--- src/rtl/uart_tx_pkg.sv ---
// ============================================================================
// Module  : uart_tx_pkg
// Brief   : Shared types and register map for the MMIO UART transmitter.
// Config  : UART_TX_PARITY_EN adds the PARITY state
// Revision: 1.0
// ============================================================================
`default_nettype none

package uart_tx_pkg;

    typedef enum logic [2:0] {
        ST_IDLE   = 3'd0,
        ST_START  = 3'd1,
        ST_DATA   = 3'd2,
`ifdef UART_TX_PARITY_EN
        ST_PARITY = 3'd3,
`endif
        ST_STOP   = 3'd4
    } tx_state_t;

    localparam logic [2:0] TXDATA_OFS = 3'd0;
    localparam logic [2:0] STATUS_OFS = 3'd4;

    localparam int STAT_FULL  = 0;
    localparam int STAT_EMPTY = 1;
    localparam int STAT_BUSY  = 2;
    localparam int STAT_OVF   = 3;
    localparam int STAT_HALF  = 4;

    function automatic logic even_parity(input logic [7:0] b);
        return ^b;
    endfunction

endpackage

`default_nettype wire

--- src/rtl/tx_fifo.sv ---
// ============================================================================
// Module  : tx_fifo
// Brief   : Synchronous first-word-fall-through FIFO with full/empty/half flags.
// Revision: 1.0
// ============================================================================
`default_nettype none

module tx_fifo #(
    parameter int WIDTH = 8,
    parameter int DEPTH = 8
) (
    input  logic             clk,
    input  logic             rst,
    input  logic             push,
    input  logic             pop,
    input  logic [WIDTH-1:0] din,
    output logic [WIDTH-1:0] dout,
    output logic             full,
    output logic             empty,
    output logic             half
);

    localparam int            AW     = $clog2(DEPTH);
    localparam logic [AW:0]   c_DEPTH = (AW+1)'(DEPTH);
    localparam logic [AW:0]   c_HALF  = (AW+1)'(DEPTH / 2);

    logic [WIDTH-1:0] mem_q [DEPTH];
    logic [AW-1:0]    wr_ptr_q;
    logic [AW-1:0]    rd_ptr_q;
    logic [AW:0]      count_q;
    logic             w_do_push;
    logic             w_do_pop;

    assign full  = (count_q == c_DEPTH);
    assign empty = (count_q == '0);
    assign half  = (count_q >= c_HALF);
    assign dout  = mem_q[rd_ptr_q];

    // A pop on the same edge frees the slot, so a push into a full FIFO still lands
    assign w_do_pop  = pop && !empty;
    assign w_do_push = push && (!full || w_do_pop);

    always_ff @(posedge clk) begin
        if (w_do_push) begin
            mem_q[wr_ptr_q] <= din;
        end
    end

    always_ff @(posedge clk) begin
        if (rst) begin
            wr_ptr_q <= '0;
            rd_ptr_q <= '0;
            count_q  <= '0;
        end else begin
            if (w_do_push) begin
                wr_ptr_q <= wr_ptr_q + AW'(1);
            end
            if (w_do_pop) begin
                rd_ptr_q <= rd_ptr_q + AW'(1);
            end
            if (w_do_push && !w_do_pop) begin
                count_q <= count_q + (AW+1)'(1);
            end else if (w_do_pop && !w_do_push) begin
                count_q <= count_q - (AW+1)'(1);
            end
        end
    end

endmodule

`default_nettype wire

--- src/rtl/mmio_uart_tx.sv ---
// ============================================================================
// Module  : mmio_uart_tx
// Brief   : Memory-mapped 8N1 UART transmitter with TXDATA/STATUS registers.
// Config  : UART_TX_PARITY_EN adds an even-parity bit before the stop bit
// Revision: 1.0
// ============================================================================
`default_nettype none

module mmio_uart_tx
    import uart_tx_pkg::*;
#(
    parameter logic [31:0] BASE_ADR     = 32'h0000_1000,
    parameter int          CLKS_PER_BIT = 16,
    parameter int          FIFO_DEPTH   = 8
) (
    input  logic        clk,
    input  logic        rst,
    input  logic [31:0] adr,
    input  logic [31:0] d_in,
    input  logic        mrd,
    input  logic        mwr,
    output logic [31:0] d_out,
    output logic        sel,
    output logic        tx
);

    localparam logic [15:0] c_BAUD_RELOAD = 16'(CLKS_PER_BIT - 1);

    tx_state_t   state_q, state_d;
    logic [15:0] baud_q, baud_d;
    logic [2:0]  bit_q, bit_d;
    logic [7:0]  shift_q, shift_d;
    logic        tx_q, tx_d;
    logic        ovf_q, ovf_d;
`ifdef UART_TX_PARITY_EN
    logic        par_q, par_d;
`endif

    logic [2:0]  w_reg_ofs;
    logic        w_wr;
    logic        w_push;
    logic        w_stat_wr;
    logic        w_pop;
    logic        w_ovf_evt;
    logic        w_baud_done;
    logic        w_busy;
    logic [31:0] w_status;
    logic [7:0]  w_fifo_dout;
    logic        w_fifo_full;
    logic        w_fifo_empty;
    logic        w_fifo_half;
    logic        w_unused_bits;

    assign sel       = (adr[31:3] == BASE_ADR[31:3]);
    assign w_reg_ofs = {adr[2], 2'b00};
    assign w_wr      = mwr && sel;
    assign w_push    = w_wr && (w_reg_ofs == TXDATA_OFS);
    assign w_stat_wr = w_wr && (w_reg_ofs == STATUS_OFS);
    assign w_ovf_evt = w_push && w_fifo_full && !w_pop;

    assign w_unused_bits = ^{adr[1:0], d_in[31:8]};

    tx_fifo #(
        .WIDTH (8),
        .DEPTH (FIFO_DEPTH)
    ) u_fifo (
        .clk   (clk),
        .rst   (rst),
        .push  (w_push),
        .pop   (w_pop),
        .din   (d_in[7:0]),
        .dout  (w_fifo_dout),
        .full  (w_fifo_full),
        .empty (w_fifo_empty),
        .half  (w_fifo_half)
    );

    always_comb begin
        w_status             = 32'h0;
        w_status[STAT_FULL]  = w_fifo_full;
        w_status[STAT_EMPTY] = w_fifo_empty;
        w_status[STAT_BUSY]  = w_busy;
        w_status[STAT_OVF]   = ovf_q;
        w_status[STAT_HALF]  = w_fifo_half;
    end

    always_comb begin
        d_out = 32'h0;
        if (sel && mrd && (w_reg_ofs == STATUS_OFS)) begin
            d_out = w_status;
        end
    end

    // Set is evaluated last so an overflow on the clearing edge still sticks
    always_comb begin
        ovf_d = ovf_q;
        if (w_stat_wr && d_in[3]) begin
            ovf_d = 1'b0;
        end
        if (w_ovf_evt) begin
            ovf_d = 1'b1;
        end
    end

    always_ff @(posedge clk) begin
        if (rst) begin
            state_q <= ST_IDLE;
            baud_q  <= '0;
            bit_q   <= '0;
            shift_q <= '0;
            tx_q    <= 1'b1;
            ovf_q   <= 1'b0;
`ifdef UART_TX_PARITY_EN
            par_q   <= 1'b0;
`endif
        end else begin
            state_q <= state_d;
            baud_q  <= baud_d;
            bit_q   <= bit_d;
            shift_q <= shift_d;
            tx_q    <= tx_d;
            ovf_q   <= ovf_d;
`ifdef UART_TX_PARITY_EN
            par_q   <= par_d;
`endif
        end
    end

    assign w_baud_done = (baud_q == 16'd0);

    always_comb begin
        state_d = state_q;
        baud_d  = baud_q;
        bit_d   = bit_q;
        shift_d = shift_q;
        w_pop   = 1'b0;
`ifdef UART_TX_PARITY_EN
        par_d   = par_q;
`endif
        if (state_q != ST_IDLE) begin
            baud_d = w_baud_done ? c_BAUD_RELOAD : (baud_q - 16'd1);
        end
        case (state_q)
            ST_IDLE: begin
                if (!w_fifo_empty) begin
                    w_pop   = 1'b1;
                    shift_d = w_fifo_dout;
                    baud_d  = c_BAUD_RELOAD;
                    state_d = ST_START;
`ifdef UART_TX_PARITY_EN
                    par_d   = even_parity(w_fifo_dout);
`endif
                end
            end
            ST_START: begin
                if (w_baud_done) begin
                    bit_d   = 3'd0;
                    state_d = ST_DATA;
                end
            end
            ST_DATA: begin
                if (w_baud_done) begin
                    if (bit_q == 3'd7) begin
                        bit_d   = 3'd0;
`ifdef UART_TX_PARITY_EN
                        state_d = ST_PARITY;
`else
                        state_d = ST_STOP;
`endif
                    end else begin
                        bit_d   = bit_q + 3'd1;
                        shift_d = {1'b0, shift_q[7:1]};
                    end
                end
            end
`ifdef UART_TX_PARITY_EN
            ST_PARITY: begin
                if (w_baud_done) begin
                    state_d = ST_STOP;
                end
            end
`endif
            ST_STOP: begin
                if (w_baud_done) begin
                    if (!w_fifo_empty) begin
                        w_pop   = 1'b1;
                        shift_d = w_fifo_dout;
                        state_d = ST_START;
`ifdef UART_TX_PARITY_EN
                        par_d   = even_parity(w_fifo_dout);
`endif
                    end else begin
                        state_d = ST_IDLE;
                    end
                end
            end
            default: begin
                state_d = ST_IDLE;
            end
        endcase
    end

    // Line level follows the upcoming state so tx changes on the same edge as the FSM
    always_comb begin
        tx_d = 1'b1;
        case (state_d)
            ST_START:  tx_d = 1'b0;
            ST_DATA:   tx_d = shift_d[0];
`ifdef UART_TX_PARITY_EN
            ST_PARITY: tx_d = par_d;
`endif
            default:   tx_d = 1'b1;
        endcase
    end

    assign w_busy = (state_q != ST_IDLE);
    assign tx     = tx_q;

endmodule

`default_nettype wire

--- config.mk ---
export PLATFORM = sky130hd
export DESIGN_NAME = mmio_uart_tx
export DESIGN_NICKNAME = d
export VERILOG_FILES = /design/src/rtl/uart_tx_pkg.sv /design/src/rtl/tx_fifo.sv /design/src/rtl/mmio_uart_tx.sv
export SDC_FILE = /design/constraint.sdc
export NUM_CORES = 1
export LEC_CHECK = 0
export ABC_CLOCK_PERIOD_IN_PS = 6210
export CAP_MARGIN = 30
export CORE_ASPECT_RATIO = 0.7
export CORE_MARGIN = 2
export CORE_UTILIZATION = 48
export DETAILED_ROUTE_END_ITERATION = 8
export PLACE_DENSITY_LB_ADDON = 0.2
export SLEW_MARGIN = 20
export SYNTH_ARGS = -nofsm -noshare
export SYNTH_HDL_FRONTEND = slang
export SYNTH_SLANG_ARGS = --single-unit
--- constraint.sdc ---
create_clock -name clk -period 6.21 [get_ports clk]
set_input_delay 1.863 -clock clk [delete_from_list [all_inputs] [get_ports clk]]
set_output_delay 1.863 -clock clk [all_outputs]
set_load 0.02 [all_outputs]
Yosys cells after proc, flatten, opt, wreduce, memory -nomap -nowiden --
Memory sizes are Yosys's and may differ from the RTL's. A register that Yosys moved wholly into a read port is not among the register bits. Index checks and enable logic that the tools add are counted.
Storage, ports and cells: flip-flop bits (word level) 42, latch bits 0, bits in writable memories 64, ROM bits 0, input port bits 68, output and inout port bits 34, logic and storage cells 92, memories kept 1
Cells by class: add/sub/neg operators 6, $mul 0, div/mod/pow operators 0, magnitude comparators 1, equal/unequal tests 12, shifts and indexed selects 0, multiplexer cells 33, bitwise gates (word level) 0, reduce and logical (&&, ||, !) cells 29
Memories:
- u_fifo.mem_q | words 8, width 8, read ports 1, clocked after memory_dff 1, wr ports 1, line tx_fifo.sv:27 | logic [WIDTH-1:0] mem_q [DEPTH];
Operator list (count):
- $mux 16 | 4
- $mux 8 | 4
- $mux 3 | 10
- $eq 29x10->1 const B | 1
- $pmux 8 s3 | 1
- $logic_not 16->1 | 1
- $sub 16x1->16 const B | 1
- $logic_and 1x1->1 | 12
- $pmux 3 s4 | 1
- $add 3x1->3 const B | 3
- $mux 4 | 2
- $ne 2x2->1 const B | 4
- $mux 1 | 7
- $eq 3x1->1 const B | 2
- $eq 3x2->1 const B | 2
- $eq 3x3->1 const B | 2
- $logic_not 3->1 | 2
- $pmux 3 s2 | 1
- $reduce_bool 2->1 | 3
- $reduce_bool 3->1 | 2
- $logic_not 1->1 | 5
- $mux 5 | 1
- $add 4x1->4 const B | 1
- $eq 4x4->1 const B | 1
- other kinds (7) | 8

Longest topological paths before layout --
Gate-level depths: netlist of the first run.
depth in word-level cells 11, gate-level depth with buffers 15, mapped depth without buffers 15

Modules after synthesis --
Synthesis of the first run repeated with hierarchy kept, for this count alone.
Unflattened totals: cell total of the unflattened synthesis 404, area, all modules 5098.6 um^2
Modules (own cells, without submodules):
- tx_fifo | times used 1, cells each 167, area an instance 3090.5 um^2, sequential area each 2182.1 um^2
- mmio_uart_tx | times used 1, cells each 237, area an instance 2008.2 um^2, sequential area each 640.6 um^2

Worst setup path after synthesis of the first run --
OpenSTA, ideal clock, no wires.
path kind in2out, start point in adr[14], end point out d_out[1], data arrival time 3.211 ns, data required time 4.347 ns, path slack 1.136 ns, stages on the path 5, buffers on the path 0, cells stage by stage nor4b_1 -> nand4_1 -> nor2_1 -> nand3_1 -> nor2_1
On the way: word-level cells in the longest chain between the ends 4
Ends and longest elaborated chain:
- from (decl) | line mmio_uart_tx.sv:18 | input logic [31:0] adr,
- $eq 29x10->1 | line mmio_uart_tx.sv:54 | assign sel = (adr[31:3] == BASE_ADR[31:3]);
- via sel | line mmio_uart_tx.sv:23 | output logic sel,
- $logic_and 1x1->1 (2 in series) | line mmio_uart_tx.sv:89 | if (sel && mrd && (w_reg_ofs == STATUS_OFS)) begin
- $mux 5 | line mmio_uart_tx.sv:89
- to (decl) | line mmio_uart_tx.sv:22 | output logic [31:0] d_out,
The timed path passes the listed nets, and every way through them passes these cells.

Worst setup path after layout of the first run --
start point in adr[7], end point out d_out[1]
On the way: word-level cells in the longest chain between the ends 4
Ends and longest elaborated chain (line):
- $eq 29x10->1 | mmio_uart_tx.sv:54
- $logic_and 1x1->1 (2 in series) | mmio_uart_tx.sv:89
- $mux 5 | mmio_uart_tx.sv:89
No other way between the ends.

==> results.txt, run 1 <==
----------------------------------------------------
[Outcome]
  Run status ... complete, no violations

[Logic synthesis]
  Count of flip-flops with a built-in enable after synthesis ... 64
  Total of flip-flops plus latches after synthesis ... 109
  Unique cell type count in the Yosys netlist ... 67
  Predominant post-synthesis flop cell ... edfxtp_1
  Cell count after synthesis ... 396
  Synthesized area ... 5030 µm²
  Part of the Yosys area used for sequential elements ... 56.12%
  Cell types occupying the most area after synthesis ... edfxtp_1, dfxtp_1, mux4_2
  Synth warn ... 0
  Post-synthesis cell type with the largest combined area ... edfxtp_1
  Proportion of netlist area held by the largest area contributor ... 38.21%
  Avg Cell Area, Syn ... 12.70 µm²
  Async set or reset register ratio after synthesis ... 0%

[Layout]
  Antenna diode instance count ... 0
  Number of filler instances in the final layout ... 843
  Total Nets Final ... 527
  Design Area, Final ... 5874 µm²
  Share of final-layout standard cells stronger than drive strength 1 ... 13.22%
  Post-synthesis to final-layout area growth ... 16.79%

[Detailed routing]
  Antenna-violating nets left ... 0
  Via total after detailed routing ... 3177
  First-pass DRT Iterations ... 4
  Post-DR vias/cell ... 5.422
  Routed wire length ... 9.841 mm
  Detail-routed net length per standard cell ... 16.79 µm
  Drc violations ... 0
  Iteration-0 DRC Markers ... 239

[Placement]
  HPWL after detailed placement ... 7.069 mm
  Placement-stage cell area ... 5583 µm²
  Gpl congestion ... 0.8304
  Port Buf Inserts ... 48
  Dpl ws ... 0.2840 ns

[Clock network]
  CTS Buf Count ... 9
  CTS sink cnt ... 109
  Post-CTS Repair Setup Buffers ... 0
  Post-CTS Hold Buffers ... 0
  Buffer cell driving the clock tree root ... clkbuf_16
  TritonCTS clock tree ... built
  Count of cells resized by post-cts repair ... 0
  Worst-Skew Late Latency ... 0.34 ns
  Clock transition at the register clock pins on the worst setup and hold paths after CTS ... 0.07 ns
  CTS max path bufs ... 2
  Max H-tree Level ... 3

[Critical path]
  Category of the critical setup timing path ... in2out
  CP startpoint kind ... input port
  Slowest Stage Delay on Critical Path ... 0.62 ns
  Critical-path cell with the highest stage delay ... clkdlybuf4s50_1
  Ordered cell list for the critical path ... clkdlybuf4s50_1 > nor4_1 > nand4_1 > nor2_1 > nand3_1 > nor2_1 > clkdlybuf4s50_1
  Kind of capture point of the worst setup path ... output port
  Highest fanout seen on the critical path ... 5
  Data required time at the worst endpoint ... 4.35 ns
  Signal arrival time at the worst endpoint ... 4.02 ns

[Die]
  Chip Height ... 89.65 µm
  Starting utilization of the core area ... 48.93%
  Std-Cell Core Area ... 10280 µm²
  Boundary Pins ... 102
  Die Area ... 11330 µm²
  Die X-Extent ... 126.4 µm
  Floorplan row count ... 31

[Power and ir drop]
  Leak Pwr ... 2.008 nW
  Post-route total power ... 2.283 mW
  Power per unit of standard cell area ... 388.6 nW/µm²
  Max IR drop VDD ... 0.2088 mV

[Timing]
  Max-slew headroom at the worst pin ... 42.92%
  Total setup violations reported at the end of the flow ... 0
  Ratio of final minimum period to clock period ... 94.73%
  Setup total negative slack ... 0 ns
  Worst clock skew ... 0.006900 ns
  Post-layout min period ... 5.883 ns
  Actual transition at the worst max-transition pin ... 0.8531 ns
  Final Max Tran Viols ... 0
  Number of hold violations in the final report ... 0
  Maximum clock frequency ... 170.0 MHz
  Setup repair after global routing missed its margin ... no
  Worst Setup Slack, final ... 0.3272 ns

[GRT]
  Pin count of the biggest net entering global routing ... 31
  Total congestion overflow after global routing ... 0
  Number of antenna violations at the first check in global routing ... 0
  Wire length of the first global-routing pass ... 15.81 mm
  All-layer global routing usage ... 18.43%
  Vias in the first global route ... 3061

[Hold path]
  Min-Delay Path Class ... reg2reg

[Flow run]
  # Max-Cap Violations ... 0

----------------------------------------------------
==> worst max-delay path, delay by kind of cell <==
| kind | cells | cell delay, ns |
|---|---|---|
| simple gates | 5 | 1.08 |
| buf+inv | 2 | 1.06 |
==> routing by layer <==
metal  track usage [%]  share of wire, %  wire length, µm  vias to the layer above
met3             5.095               7.2              705                        2
met1             24.94                48             4681                     1530
met2             29.22                45             4411                      101
met5                 0                 0                0                        -
li1                  -                 -                -                     1544
met4             6.394              0.45               44                        0
==> synth_stat cells (7+ instances only) <==
library cell and instances:
edfxtp_1 64, nor2_1 54, dfxtp_1 45, buf_4 27
nor3_1 17, mux4_2 16, nand2_1 13, xnor2_1 12
inv_1 11, a21oi_1 10, ha_1 8, nor4_1 8
a221o_1 7
==> path summary, 6_finish.rpt <==
| check | slack, ns | depth (start not counted) | from | to |
|---|---|---|---|---|
| setup / recovery | 0.33 | 7 | adr[7] | d_out[1] |
| hold / removal | 0.46 | 2 | shift_q[7] | shift_q[7] |
| setup reg to reg | 2.87 | 14 | baud_q[0] | u_fifo.count_q[3] |
| hold reg to reg | 0.46 | 2 | shift_q[7] | shift_q[7] |
==> state kept, by name (all words and copies together), names as in the netlist, named ones only <==
name	count
bit_q	3
u_fifo.mem_q	64
u_fifo.rd_ptr_q	3
u_fifo.wr_ptr_q	3
tx	1
baud_q	16
state_q	3
shift_q	8
ovf_q	1
u_fifo.count_q	4
==> final cells by class <==
class                      instances  area [µm²]  area share (%)
tap                              132       165.2           2.811
clock inverter                     5       62.56           1.065
sequential                       109        2823           48.05
multi-input combinational        262        2001           34.06
timing repair buffer              57       553.0           9.414
clock buffer                      10       229.0           3.898
inverter                          11       41.29          0.7029
==> power breakdown <==
group | leakage, nW | switching (mW) | internal, mW
logic | 0.930 | 0.429 | 0.351
clock network | 0.135 | 0.245 | 0.313
registers | 0.943 | 0.106 | 0.839
==> kinds of logic after synthesis <==
kind of cell	Yosys count	synth area share, %
AO/OA/AOI/OAI	48	7.364
XOR/XNOR	16	2.786
adder cells (fa/ha/maj)	9	2.388
buffers and inverters	51	6.045
flip-flops	109	56.12
other	1	0.07456
multiplexers	23	8.607
AND/OR/NAND/NOR	139	16.62
==> placed cells by master, fill, tap and decap left out, types with 2 or more instances in the layout <==
cell type	instances
nor3_1	17
mux2i_1	5
a21o_1	2
or3_1	3
nand4_1	3
xor2_1	4
mux4_2	16
or4_1	2
o21ai_0	2
a311oi_1	3
nor2_1	54
nor4b_4	2
clkdlybuf4s50_1	48
nor4_1	8
nor2b_1	2
buf_4	7
a221o_1	7
nor4_4	2
nand2_1	13
a22oi_1	4
xnor2_1	12
nand2b_1	6
a21oi_1	10
ha_1	8
o22ai_1	6
inv_1	11
nand3b_1	3
dfxtp_1	45
clkinvlp_4	2
edfxtp_1	64
nor4b_2	2
conb_1	27
nor3b_2	2
nor3b_1	4
nor3_2	2
a31o_2	2
clkbuf_16	9
==> metrics by stage <==
step           std cells  util [%]  hold slack (ns)
2_1_floorplan        422         -           0.4213
3_3_place_gp         569     54.12           0.4357
3_5_place_dp         571     54.32           0.4436
4_1_cts              586     57.15           0.4539
5_1_grt              586     57.15           0.4780
6_report             586     57.15           0.4616
(Power assumes the default switching activity.)
==> run 2: changes to the inputs <==
Settings changed: CTS_CLUSTER_SIZE from default to 20.
==> results of run 2 <==
Final layout, timing and power as in run 1 (identical DEF).
==> run 3: changes to the inputs <==
Settings changed: PLACE_DENSITY_LB_ADDON 0.2 to 0.1.
==> run 3 against run 2 <==
  * Sequential power is 1% higher
  * Utilization is 0.61 points higher
  * Count of clock-buffer cells in the layout up 1
  * Clock power up 20%
  * Global-route usage decreased by 0.64 points
  * Worst setup slack gained 0.046 ns
  * Cell count unchanged
  * Non-clock buffer count shrank 1
==> results.txt, run 3 (synthesized netlist as in run 1, its figures left out) <==
----------------------------------------------------
[Outcome]
  Run status ... complete, no violations

[Detailed routing]
  Via total after detailed routing ... 3157
  Iteration-0 DRC Markers ... 172
  Detail-routed net length per standard cell ... 16.33 µm
  First-pass DRT Iterations ... 4
  Post-DR vias/cell ... 5.387
  Routed wire length ... 9.571 mm
  Antenna-violating nets left ... 0
  Drc violations ... 0

[Die]
  Std-Cell Core Area ... 10280 µm²
  Die Area ... 11330 µm²
  Boundary Pins ... 102
  Die X-Extent ... 126.4 µm
  Chip Height ... 89.65 µm
  Floorplan row count ... 31
  Starting utilization of the core area ... 48.93%

[Clock network]
  CTS sink cnt ... 109
  CTS Buf Count ... 9
  Worst-Skew Late Latency ... 0.34 ns
  Buffer cell driving the clock tree root ... clkbuf_16
  Count of cells resized by post-cts repair ... 0
  Post-CTS Hold Buffers ... 0
  CTS max path bufs ... 2
  TritonCTS clock tree ... built
  Max H-tree Level ... 3
  Post-CTS Repair Setup Buffers ... 0
  Clock transition at the register clock pins on the worst setup and hold paths after CTS ... 0.07 ns

[Critical path]
  Category of the critical setup timing path ... in2out
  Kind of capture point of the worst setup path ... output port
  Critical-path cell with the highest stage delay ... clkdlybuf4s50_1
  Data required time at the worst endpoint ... 4.35 ns
  Highest fanout seen on the critical path ... 5
  Number of buffers and inverters on the critical path ... 2
  CP delay by family, top ... simple AND/OR/NAND/NOR gates
  Slowest Stage Delay on Critical Path ... 0.62 ns
  Signal arrival time at the worst endpoint ... 3.97 ns
  CP startpoint kind ... input port
  Ordered cell list for the critical path ... clkdlybuf4s50_1 > nor4_1 > nand4_1 > nor2_1 > nand3_1 > nor2_1 > clkdlybuf4s50_1

[Timing]
  Setup total negative slack ... 0 ns
  Worst clock skew ... 0.005564 ns
  Setup repair after global routing missed its margin ... no
  Post-layout min period ... 5.837 ns
  Maximum clock frequency ... 171.3 MHz
  Max-slew headroom at the worst pin ... 45.10%
  Final Max Tran Viols ... 0
  Number of hold violations in the final report ... 0
  Ratio of final minimum period to clock period ... 93.99%
  Actual transition at the worst max-transition pin ... 0.8199 ns
  Total setup violations reported at the end of the flow ... 0

[Power and ir drop]
  Net Sw Power ... 770.1 µW
  Internal Dissipation ... 1.600 mW
  Leak Pwr ... 2.042 nW
  Power per unit of standard cell area ... 399.3 nW/µm²
  Sw Share ... 32.49%
  Post-route total power ... 2.370 mW
  Fraction of power consumed by sequential logic ... 40.4%
  Combinational power share ... 31.5%
  Clock Power Share ... 28.2%
  Max IR drop VDD ... 0.2106 mV

[Layout]
  Most frequent standard cell in the layout excluding fill and tap cells ... edfxtp_1
  Share of final-layout standard cells stronger than drive strength 1 ... 13.66%
  Post-synthesis to final-layout area growth ... 18.03%
  Antenna diode instance count ... 0
  Top Registers ... u_fifo.mem_q: 64 flops, baud_q: 16 flops, shift_q: 8 flops
  Number of flip-flops in the largest register ... 64
  Number of filler instances in the final layout ... 800
  Largest register by flop count ... u_fifo.mem_q
  Total Nets Final ... 526
  Most frequent cells in the layout ... edfxtp_1, nor2_1, clkdlybuf4s50_1, dfxtp_1, conb_1

[Placement]
  Gpl congestion ... 0.8030
  Port Buf Inserts ... 48
  HPWL after detailed placement ... 6.795 mm

[GRT]
  Total congestion overflow after global routing ... 0
  Number of antenna violations at the first check in global routing ... 0
  All-layer global routing usage ... 17.79%
  Pin count of the biggest net entering global routing ... 31
  Vias in the first global route ... 2953
  Wire length of the first global-routing pass ... 15.25 mm

[Hold path]
  Min-Delay Path Class ... reg2reg

[Flow run]
  # Max-Cap Violations ... 0

----------------------------------------------------
[run 3: final timing paths]
check	from	end	slack, ns	cells past startpoint
max	adr[7]	d_out[4]	0.37	7
min	shift_q[7]	shift_q[7]	0.44	2
max reg2reg	baud_q[0]	u_fifo.count_q[3]	2.86	15
min reg2reg	shift_q[7]	shift_q[7]	0.44	2
[run 3: area by class of cell]
cell class / count / area (µm²) / area share (%)
Clock buffer: 11 / 252.7 / 4.257
Clock inverter: 5 / 103.9 / 1.749
Multi-Input combinational cell: 262 / 2009 / 33.85
Tap cell: 132 / 165.2 / 2.782
Inverter: 11 / 41.29 / 0.6955
Sequential cell: 109 / 2824 / 47.57
Timing Repair Buffer: 56 / 540.5 / 9.104
[run 3: worst reg2reg max path: cells and delay by family (launching register included)]
kind                       cells  cell delay, ns
and+or+nand+nor                4            1.04
AOI/OAI and AO/OA              4            0.88
adders and majority gates      3            0.69
DFF                            1            0.34
buffers and inverters          3            0.24
xor gates and xnor gates       1            0.10
[run 3: per-stage QoR]
stage	util [%]	hold slack [ns]	worst slack, ns	area, µm²	cells
after floorplan	-	0.4213	1.136	5127	422
after global placement	54.12	0.4343	0.3885	5563	569
after detailed placement	54.22	0.4346	0.3090	5573	569
after CTS	57.69	0.4449	0.3124	5929	585
after global routing	57.76	0.4625	0.1761	5937	586
final	57.76	0.4425	0.3735	5937	586
[run 3: power groups by stage]
stage               Combinational [mW]  Sequential, mW  Clock, mW
CTS                              0.753           0.959      0.682
global placement                 0.727           0.971          0
detailed placement               0.749           0.974          0
floorplan                        0.648           0.912          0
finish                           0.746           0.957      0.667
global route                     0.834           0.974      0.707
[run 3: layer usage]
layer | GRT usage (%) | wire, µm
met5 | 0 | 0
met4 | 6.294 | 132
met3 | 4.858 | 776
met2 | 27.08 | 4051
met1 | 24.92 | 4612
